**src/rtl/mem_port_arbiter_if.sv**
```systemverilog
// Bundle between the pipeline/memory side and the memory port arbiter.
// The arbiter uses the slave modport; the pipeline and memory model drive the master side.
interface mem_port_arbiter_if #(
  parameter int unsigned ADDR_W = 12,
  parameter int unsigned DATA_W = 16
);
  logic              if_req;
  logic [ADDR_W-1:0] if_addr;
  logic [DATA_W-1:0] if_rdata;
  logic              if_valid;
  logic              dm_req;
  logic              dm_we;
  logic [ADDR_W-1:0] dm_addr;
  logic [DATA_W-1:0] dm_wdata;
  logic [DATA_W-1:0] dm_rdata;
  logic              dm_valid;
  logic              mem_req;
  logic              mem_we;
  logic [ADDR_W-1:0] mem_addr;
  logic [DATA_W-1:0] mem_wdata;
  logic [DATA_W-1:0] mem_rdata;
  logic              mem_ready;
  logic              stall_if;
  logic              stall_mem;

  modport slave (
    input  if_req, if_addr, dm_req, dm_we, dm_addr, dm_wdata, mem_rdata, mem_ready,
    output if_rdata, if_valid, dm_rdata, dm_valid, mem_req, mem_we, mem_addr, mem_wdata,
    output stall_if, stall_mem
  );

  modport master (
    output if_req, if_addr, dm_req, dm_we, dm_addr, dm_wdata, mem_rdata, mem_ready,
    input  if_rdata, if_valid, dm_rdata, dm_valid, mem_req, mem_we, mem_addr, mem_wdata,
    input  stall_if, stall_mem
  );
endinterface

```
**src/rtl/mem_port_arbiter.sv**
```systemverilog
// Shares a single-ported memory between instruction fetch and the MEM stage, one transaction
// at a time; MEM has priority but a starvation counter forces an IF grant after STARVE_MAX.
module mem_port_arbiter #(
  parameter int unsigned ADDR_W     = 12,
  parameter int unsigned DATA_W     = 16,
  parameter int unsigned STARVE_MAX = 4
) (
  input  logic              clk,
  input  logic              rst_n,
  mem_port_arbiter_if.slave bus_io
);

  localparam logic [3:0] StarveMax = 4'(STARVE_MAX);

  typedef enum logic [1:0] {
    StIdle,
    StServeDm,
    StServeIf,
    StResp
  } state_e;

  state_e            state_q;
  logic [3:0]        starve_q;
  logic              mem_req_q;
  logic              mem_we_q;
  logic [ADDR_W-1:0] mem_addr_q;
  logic [DATA_W-1:0] mem_wdata_q;
  logic [DATA_W-1:0] if_rdata_q;
  logic [DATA_W-1:0] dm_rdata_q;
  logic              if_valid_q;
  logic              dm_valid_q;

  logic starve_hit;
  logic grant_dm;
  logic grant_if;

  always_comb begin
    starve_hit = bus_io.if_req && (starve_q == StarveMax);
    grant_dm   = (state_q == StIdle) && bus_io.dm_req && !starve_hit;
    grant_if   = (state_q == StIdle) && !grant_dm && bus_io.if_req;
  end

  always_ff @(posedge clk or negedge rst_n) begin
    if (!rst_n) begin
      state_q     <= StIdle;
      starve_q    <= '0;
      mem_req_q   <= 1'b0;
      mem_we_q    <= 1'b0;
      mem_addr_q  <= '0;
      mem_wdata_q <= '0;
      if_rdata_q  <= '0;
      dm_rdata_q  <= '0;
      if_valid_q  <= 1'b0;
      dm_valid_q  <= 1'b0;
    end else begin
      if_valid_q <= 1'b0;
      dm_valid_q <= 1'b0;

      // Counts DM grants that overtook a pending fetch; any IF grant or idle IF clears it.
      if (!bus_io.if_req || grant_if) begin
        starve_q <= '0;
      end else if (grant_dm && (starve_q != StarveMax)) begin
        starve_q <= starve_q + 4'd1;
      end

      unique case (state_q)
        StIdle: begin
          if (grant_dm) begin
            state_q     <= StServeDm;
            mem_req_q   <= 1'b1;
            mem_we_q    <= bus_io.dm_we;
            mem_addr_q  <= bus_io.dm_addr;
            mem_wdata_q <= bus_io.dm_wdata;
          end else if (grant_if) begin
            state_q     <= StServeIf;
            mem_req_q   <= 1'b1;
            mem_we_q    <= 1'b0;
            mem_addr_q  <= bus_io.if_addr;
            mem_wdata_q <= '0;
          end
        end
        StServeDm: begin
          if (bus_io.mem_ready) begin
            if (!mem_we_q) begin
              dm_rdata_q <= bus_io.mem_rdata;
            end
            dm_valid_q <= 1'b1;
            mem_req_q  <= 1'b0;
            mem_we_q   <= 1'b0;
            state_q    <= StResp;
          end
        end
        StServeIf: begin
          if (bus_io.mem_ready) begin
            if_rdata_q <= bus_io.mem_rdata;
            if_valid_q <= 1'b1;
            mem_req_q  <= 1'b0;
            mem_we_q   <= 1'b0;
            state_q    <= StResp;
          end
        end
        StResp: begin
          state_q <= StIdle;
        end
        default: begin
          state_q <= StIdle;
        end
      endcase
    end
  end

  assign bus_io.mem_req   = mem_req_q;
  assign bus_io.mem_we    = mem_we_q;
  assign bus_io.mem_addr  = mem_addr_q;
  assign bus_io.mem_wdata = mem_wdata_q;
  assign bus_io.if_rdata  = if_rdata_q;
  assign bus_io.if_valid  = if_valid_q;
  assign bus_io.dm_rdata  = dm_rdata_q;
  assign bus_io.dm_valid  = dm_valid_q;
  assign bus_io.stall_if  = bus_io.if_req & ~if_valid_q;
  assign bus_io.stall_mem = bus_io.dm_req & ~dm_valid_q;

endmodule

```
**src/flat_wrapper.sv**
```systemverilog
// flat-port wrapper written by rule: the top's interface ports become plain ports
module mem_port_arbiter_flat 
#(
  parameter int unsigned ADDR_W     = 12,
  parameter int unsigned DATA_W     = 16,
  parameter int unsigned STARVE_MAX = 4
)
  (clk, rst_n, bus_io_if_req, bus_io_if_addr, bus_io_dm_req, bus_io_dm_we, bus_io_dm_addr, bus_io_dm_wdata, bus_io_mem_rdata, bus_io_mem_ready, bus_io_if_rdata, bus_io_if_valid, bus_io_dm_rdata, bus_io_dm_valid, bus_io_mem_req, bus_io_mem_we, bus_io_mem_addr, bus_io_mem_wdata, bus_io_stall_if, bus_io_stall_mem);
  mem_port_arbiter_if #(.ADDR_W(ADDR_W), .DATA_W(DATA_W)) bus_io_i ();
  input  logic clk;
  input  logic rst_n;
  input wire logic [$bits(bus_io_i.if_req)-1:0] bus_io_if_req;
  input wire logic [$bits(bus_io_i.if_addr)-1:0] bus_io_if_addr;
  input wire logic [$bits(bus_io_i.dm_req)-1:0] bus_io_dm_req;
  input wire logic [$bits(bus_io_i.dm_we)-1:0] bus_io_dm_we;
  input wire logic [$bits(bus_io_i.dm_addr)-1:0] bus_io_dm_addr;
  input wire logic [$bits(bus_io_i.dm_wdata)-1:0] bus_io_dm_wdata;
  input wire logic [$bits(bus_io_i.mem_rdata)-1:0] bus_io_mem_rdata;
  input wire logic [$bits(bus_io_i.mem_ready)-1:0] bus_io_mem_ready;
  output wire logic [$bits(bus_io_i.if_rdata)-1:0] bus_io_if_rdata;
  output wire logic [$bits(bus_io_i.if_valid)-1:0] bus_io_if_valid;
  output wire logic [$bits(bus_io_i.dm_rdata)-1:0] bus_io_dm_rdata;
  output wire logic [$bits(bus_io_i.dm_valid)-1:0] bus_io_dm_valid;
  output wire logic [$bits(bus_io_i.mem_req)-1:0] bus_io_mem_req;
  output wire logic [$bits(bus_io_i.mem_we)-1:0] bus_io_mem_we;
  output wire logic [$bits(bus_io_i.mem_addr)-1:0] bus_io_mem_addr;
  output wire logic [$bits(bus_io_i.mem_wdata)-1:0] bus_io_mem_wdata;
  output wire logic [$bits(bus_io_i.stall_if)-1:0] bus_io_stall_if;
  output wire logic [$bits(bus_io_i.stall_mem)-1:0] bus_io_stall_mem;
  assign bus_io_i.if_req = bus_io_if_req;
  assign bus_io_i.if_addr = bus_io_if_addr;
  assign bus_io_i.dm_req = bus_io_dm_req;
  assign bus_io_i.dm_we = bus_io_dm_we;
  assign bus_io_i.dm_addr = bus_io_dm_addr;
  assign bus_io_i.dm_wdata = bus_io_dm_wdata;
  assign bus_io_i.mem_rdata = bus_io_mem_rdata;
  assign bus_io_i.mem_ready = bus_io_mem_ready;
  assign bus_io_if_rdata = bus_io_i.if_rdata;
  assign bus_io_if_valid = bus_io_i.if_valid;
  assign bus_io_dm_rdata = bus_io_i.dm_rdata;
  assign bus_io_dm_valid = bus_io_i.dm_valid;
  assign bus_io_mem_req = bus_io_i.mem_req;
  assign bus_io_mem_we = bus_io_i.mem_we;
  assign bus_io_mem_addr = bus_io_i.mem_addr;
  assign bus_io_mem_wdata = bus_io_i.mem_wdata;
  assign bus_io_stall_if = bus_io_i.stall_if;
  assign bus_io_stall_mem = bus_io_i.stall_mem;
  mem_port_arbiter #(.ADDR_W(ADDR_W), .DATA_W(DATA_W), .STARVE_MAX(STARVE_MAX)) u_core (.clk(clk), .rst_n(rst_n), .bus_io(bus_io_i));
endmodule
```
**config.mk**
```make
export PLATFORM = sky130hd
export DESIGN_NAME = mem_port_arbiter_flat
export DESIGN_NICKNAME = d
export VERILOG_FILES = /design/src/rtl/mem_port_arbiter_if.sv /design/src/rtl/mem_port_arbiter.sv /design/src/flat_wrapper.sv
export SDC_FILE = /design/constraint.sdc
export NUM_CORES = 1
export LEC_CHECK = 0
export ABC_AREA = 1
export ABC_CLOCK_PERIOD_IN_PS = 1510
export BUFFER_PORTS_ARGS = -buffer_cell sky130_fd_sc_hd__buf_2
export CORE_MARGIN = 4
export CORE_UTILIZATION = 48
export CTS_CLUSTER_SIZE = 30
export DETAILED_ROUTE_END_ITERATION = 8
export PLACE_DENSITY = 0.89
export SLEW_MARGIN = 20
export SYNTH_ARGS = -nofsm -noshare
export SYNTH_HDL_FRONTEND = slang
export SYNTH_SLANG_ARGS = --single-unit
```
**constraint.sdc**
```tcl
create_clock -name clk -period 1.51 [get_ports clk]
set_input_delay 0.3775 -clock clk [delete_from_list [all_inputs] [get_ports clk]]
set_output_delay 0.3775 -clock clk [all_outputs]
set_load 0.005 [all_outputs]
```
### Word level (Yosys, flattened, before mapping)

Cells that the tools add are included.

| word-level totals | value |
|---|---|
| register bits | 70 |
| bits in latches | 0 |
| bits in writable memories | 0 |
| memory bits (read-only) | 0 |
| input port bits | 62 |
| output and inout bits | 66 |
| logic and storage cells | 63 |
| memories | 0 |

| operators by class | value |
|---|---|
| add/subtract/negate cells | 1 |
| multiply operators | 0 |
| div/mod/pow operators | 0 |
| order comparisons | 0 |
| equal/unequal tests | 7 |
| shift-type cells | 0 |
| mux-type cells | 20 |
| bitwise operators | 5 |
| reductions and logical operators | 20 |

Operators with widths:

| cell | number |
|---|---|
| 16-bit 2-to-1 mux | 2 |
| 12-bit 2-to-1 mux | 2 |
| 1-bit 2-to-1 mux | 8 |
| 4-bit 2-to-1 mux | 2 |
| 1-bit logical AND | 6 |
| 2-bit 2-to-1 mux | 3 |
| 2-bit case mux with 3 select lines | 1 |
| 2-bit AND reduction | 3 |
| 3-bit AND reduction | 2 |
| 2-bit nonzero test | 3 |
| 4-bit by 1-bit adder with 4-bit output (second input constant) | 1 |
| 2-bit equality test (second input constant) | 2 |
| 4-bit by 3-bit equality test with 1-bit output (second input constant) | 1 |
| 4-bit by 3-bit inequality test with 1-bit output (second input constant) | 1 |
| 1-bit case mux with 2 select lines | 2 |
| 1-bit zero test | 3 |
| 3-bit by 1-bit inequality test with 1-bit output (second input constant) | 1 |
| 1-bit NOT | 3 |
| 1-bit AND | 2 |
| 2-bit by 1-bit equality test with 1-bit output (second input constant) | 1 |
| 2-bit zero test | 1 |
| 2-bit by 1-bit inequality test with 1-bit output (second input constant) | 1 |
| 2-bit OR reduction | 1 |
| 1-bit logical OR | 1 |

### Longest topological paths before layout

| logic depth | value |
|---|---|
| depth in word-level cells | 10 |
| gate-level depth with buffers | 9 |
| gate-level depth less buffers | 9 |

### Worst setup path before layout

No wires, ideal clock.

| path | value |
|---|---|
| kind | reg2reg |
| start | register u_core.state_q[0] |
| end | register u_core.mem_wdata_q[10] (netlist: u_core.bus_io.mem_wdata[10]) |
| arrival | 1.283 ns |
| required time | 1.394 ns |
| path slack | 0.110 ns |
| cell stages (with the launch flop) | 9 |
| buffers on the path | 1 |
| path through | dfrtp_1 inv_1 ha_1 inv_1 a21oi_4 inv_2 buf_4 nand2_1 nand2_1 |

| on the way | value |
|---|---|
| cells in the longest elaborated chain, start to end | 8 |

Ends and longest elaborated chain:

| what | line | text |
|---|---|---|
| start, declared | mem_port_arbiter.sv:22 | `state_e state_q;` |
| start signal, assigned | mem_port_arbiter.sv:45 | `state_q <= StIdle;` |
| start signal, assigned | mem_port_arbiter.sv:69 | `state_q <= StServeDm;` |
| start signal, assigned | mem_port_arbiter.sv:75 | `state_q <= StServeIf;` |
| 2-bit zero test * | mem_port_arbiter.sv:39, mem_port_arbiter.sv:40, mem_port_arbiter.sv:66 |  |
| 1-bit logical AND (2 in a row) | mem_port_arbiter.sv:39 | `grant_dm = (state_q == StIdle) && bus_io.dm_req && !starve_hit;` |
| 1-bit zero test | mem_port_arbiter.sv:40 | `grant_if = (state_q == StIdle) && !grant_dm && bus_io.if_req;` |
| 1-bit logical AND (2 in a row) | mem_port_arbiter.sv:40 |  |
| 2-bit nonzero test (no line) | - |  |
| 2-bit AND reduction (no line) | - |  |
| end signal, assigned | mem_port_arbiter.sv:73 | `mem_wdata_q <= bus_io.dm_wdata;` |
| end, declared | mem_port_arbiter.sv:27 | `logic [DATA_W-1:0] mem_wdata_q;` |

Every way passes the cells marked *; elsewhere a longest branch is shown, timed or not.
A chain may end at the register's enable or synchronous reset.

### Final worst setup path

| path | value |
|---|---|
| start | register u_core.state_q[1] |
| end | register u_core.dm_rdata_q[7] (netlist: u_core.bus_io.dm_rdata[7]) |

| on the way | value |
|---|---|
| cells in the longest elaborated chain, start to end | 2 |

Ends and longest elaborated chain:

| what | line | text |
|---|---|---|
| 2-bit by 1-bit equality test with 1-bit output | mem_port_arbiter.sv:66 | `unique case (state_q)` |
| 3-bit AND reduction (no line) | - |  |
| end signal, assigned | mem_port_arbiter.sv:85 | `dm_rdata_q <= bus_io.mem_rdata;` |
| end, declared | mem_port_arbiter.sv:29 | `logic [DATA_W-1:0] dm_rdata_q;` |

Every way passes these cells.

==> summary.txt <==
Hold path
  – Min-Delay Path Class: input port to flip-flop

Timing
  – Slew margin rel.: 65.6%
  – Setup Viol. Count Final: 0
  – Hold Vio Cnt, Final: 0
  – Worst-Margin Slew: 0.516 ns
  – Clk_skew: 0.00746 ns
  – Minimum clock period: 1.44 ns
  – Slew Viols, Final: 0
  – FMAX: 0.694 GHz
  – Tcrit/Tclk final: 95.4%

GRT
  – Total grt overflow: 0
  – Initial antenna violation count: 0
  – Total GRT Usage: 20.8%
  – Largest net degree at the start of global routing: 34
  – Number of global-route vias before repair: 2879
  – First-pass GRT wire length: 12.9 mm

Logic synthesis
  – Synth Net Count: 443
  – Post-Synthesis Cells: 374
  – Post-synthesis simple-gate area fraction: 24.1%
  – Synth Cell Area: 0.00320 mm2
  – Seq/Total Area, Yosys: 54.8%
  – Largest family of logic cells by synthesized area: simple AND/OR/NAND/NOR gates
  – #FFs+latches synth: 70
  – Post-synthesis xor/xnor area fraction: 0.274%
  – Avg Inst Size Synth: 8.55 um2
  – Yosys cell types: 20
  – Post-synthesis compound-gate area fraction: 7.43%
  – Fraction of synthesized area in multiplexers: 0%
  – Synth Area in Adders: 2.74%
  – Yosys warns: 0

Pwr
  – Pwr per Cell Area: 1880 mW/mm2
  – Worst vdd ir: 1030 uV
  – Logic pwr share: 40.9%
  – Psw: 3.00 mW
  – Leakage: 2.51 nW
  – Clk pwr share: 19.1%
  – Flop pwr share: 40.0%
  – Cell Int Power: 4.93 mW
  – Sw frac: 37.8%
  – Pwr Total: 7.93 mW

Clock tree
  – Num Clock Sinks: 70
  – Clock latency on the worst-skew pair: 0.34 ns
  – CTS tree: yes
  – Clk root buf: clkbuf_8
  – Clock Tree Buf Depth: 2
  – Number of buffers created by CTS: 9
  – H-tree levels: 3
  – Clock Pin Slew Worst Setup and Hold Paths: 0.08 ns

Cells and area
  – Diode count: 0
  – Layout area overhead: 31.9%
  – Post-route insts no fill: 591
  – Multi-input logic area: 0.00113 mm2
  – Nets: 578
  – Fillers: 535
  – Finished Core Util: 65.7%
  – Sequential Area: 0.00175 mm2
  – Layout cell share with drive strength beyond 1: 34.8%

Outcome
  – Status: finished clean

Routing
  – DRT iter0 DRCs: 190
  – ANT nets after route: 0
  – Avg WL per Cell: 14.0 um
  – WL final: 8.26 mm
  – DRC violations left: 0
  – Via density: 4.93
  – Vias: 2916
  – Detailed Routing Iterations Pass 1: 4

Critical path
  – Max incr delay on CP: 0.42 ns
  – Crit start category: flip-flop
  – Worst path required time: 1.77 ns
  – Slowest stage cell, crit path: dfrtp_1
  – Critical path class: flip-flop to flip-flop
  – Worst EP arrival: 1.70 ns
  – Worst Path Buf+Inv: 2
  – Critical path endpoint category: flip-flop
  – CP cell instances: inv_2, ha_1, nand2_1, or2_4, clkbuf_16, o21ai_1
  – Crit-path leading delay family: flip-flops
  – Crit path max fanout: 16

Place
  – Routability cong.: 0.824
  – Port bufs: 127
  – DP Wirelength: 5.99 mm
  – Placed instance count: 571

Die
  – Height of the die: 89.6 um
  – Starting Density: 49.8%
  – Core area: 0.00642 mm2
  – Die W: 89.6 um
  – # IOs: 128
  – # rows: 29
  – Die area: 0.00804 mm2

Run
  – Number of max-cap violations: 0
layout by cell type, fill, tap and decap left out, types with 5 or more instances in the layout:
cell      count
nand2_1     126
inv_1        51
o21ai_0      18
ha_1          6
dfrtp_1      70
o21ai_1       6
buf_12        5
nor2_1       10
buf_2       127
clkbuf_8      9
o21ai_2      12
buf_4         6
nand3_1      45
logic make-up after synthesis:
family / Yosys count
xor+xnor: 1
compound gates: 37
simple gates: 186
fa+ha+maj: 7
flops: 70
buf+inv: 73
per-stage QoR:
| step | setup TNS, ns | hold WS, ns | setup WS [ns] | area [um2] |
|---|---|---|---|---|
| final | 0 | 0.268 | 0.0696 | 4220 |
| after global routing | -0.00102 | 0.267 | -0.00102 | 4220 |
| after CTS | 0 | 0.251 | 0.00373 | 4150 |
| after detailed placement | -0.106 | 0.364 | -0.0455 | 3940 |
| after global placement | -0.0157 | 0.339 | -0.0157 | 3940 |
| after floorplan | 0 | 0.0819 | 0.110 | 3200 |
repair_timing:
| item | in CTS | in global routing |
|---|---|---|
| pin swaps | 0 | 0 |
| hold endpoints to repair | 16 | 0 |
| hold buffers | 1 | 0 |
| resized for setup | 3 | 9 |
| setup buffers | 0 | 2 |
| setup endpoints to repair | 27 | 49 |
| cloned | 0 | 1 |
worst reg2reg max path, cell delays in order, from the launching register on:
cell	delay [ns]
dfrtp_1	0.42
inv_2	0.11
ha_1	0.15
nand2_1	0.08
or2_4	0.26
clkbuf_16	0.19
o21ai_1	0.15
cells in the mapped netlist (all sizes together):
master / number / area, um2
nand2: 128 / 483
nand3: 45 / 225
o21ai: 36 / 221
nand4: 1 / 12.5
or2: 1 / 6.26
xor2: 1 / 8.76
inv: 56 / 210
dfrtp: 70 / 1750
nand3b: 1 / 7.51
nor2: 10 / 37.5
clkbuf: 3 / 11.3
ha: 7 / 87.6
a21oi: 1 / 16.3
buf: 14 / 120
worst paths after layout:
path | startpoint | end | slack (ns) | depth (start not counted)
min in group asynchronous | rst_n | u_core.bus_io.dm_rdata[2] | 0.54 | 2
setup reg to reg | u_core.state_q[1] | u_core.bus_io.dm_rdata[7] | 0.07 | 6
max in group asynchronous | rst_n | u_core.bus_io.if_rdata[14] | 0.42 | 3
setup / recovery | u_core.state_q[1] | u_core.bus_io.dm_rdata[7] | 0.07 | 6
hold / removal | bus_io_dm_wdata[13] | u_core.bus_io.mem_wdata[13] | 0.27 | 3
hold reg to reg | u_core.bus_io.mem_wdata[9] | u_core.bus_io.mem_wdata[9] | 0.47 | 2
sequential cells by signal (all words and copies together) (netlist names):
| register | count |
|---|---|
| u_core.bus_io.mem_addr | 12 |
| u_core.starve_q | 4 |
| u_core.bus_io.dm_rdata | 16 |
| u_core.bus_io.mem_wdata | 16 |
| u_core.state_q | 2 |
| u_core.bus_io.if_rdata | 16 |
| u_core.bus_io.dm_valid | 1 |
| u_core.bus_io.mem_req | 1 |
| u_core.bus_io.mem_we | 1 |
| u_core.bus_io.if_valid | 1 |
layout make-up:
class                      count  share of cell area [%]
sequential                    70                    41.5
multi-input combinational    231                    26.8
timing repair buffer         141                    19.6
inverter                      56                    5.10
clock buffer                   9                    2.94
tap                           77                    2.28
clock inverter                 7                    1.72
routing by layer:
metal	up-vias	global-route usage [%]	wire [um]
li1	1423	-	-
met1	1388	26.1	3370
met2	99	35.2	4260
met3	6	5.29	549
met4	0	6.63	78
met5	-	0	0
power by group through the flow:
stage,Clock [mW],Combinational (mW),Sequential (mW)
floorplan,0,1.68,3.21
global placement,0,2.94,3.14
detailed placement,0,3.09,3.17
CTS,1.55,3.12,3.16
global route,1.64,3.72,3.26
finish,1.52,3.24,3.17
No activity file was read; power rests on OpenSTA's default activity.
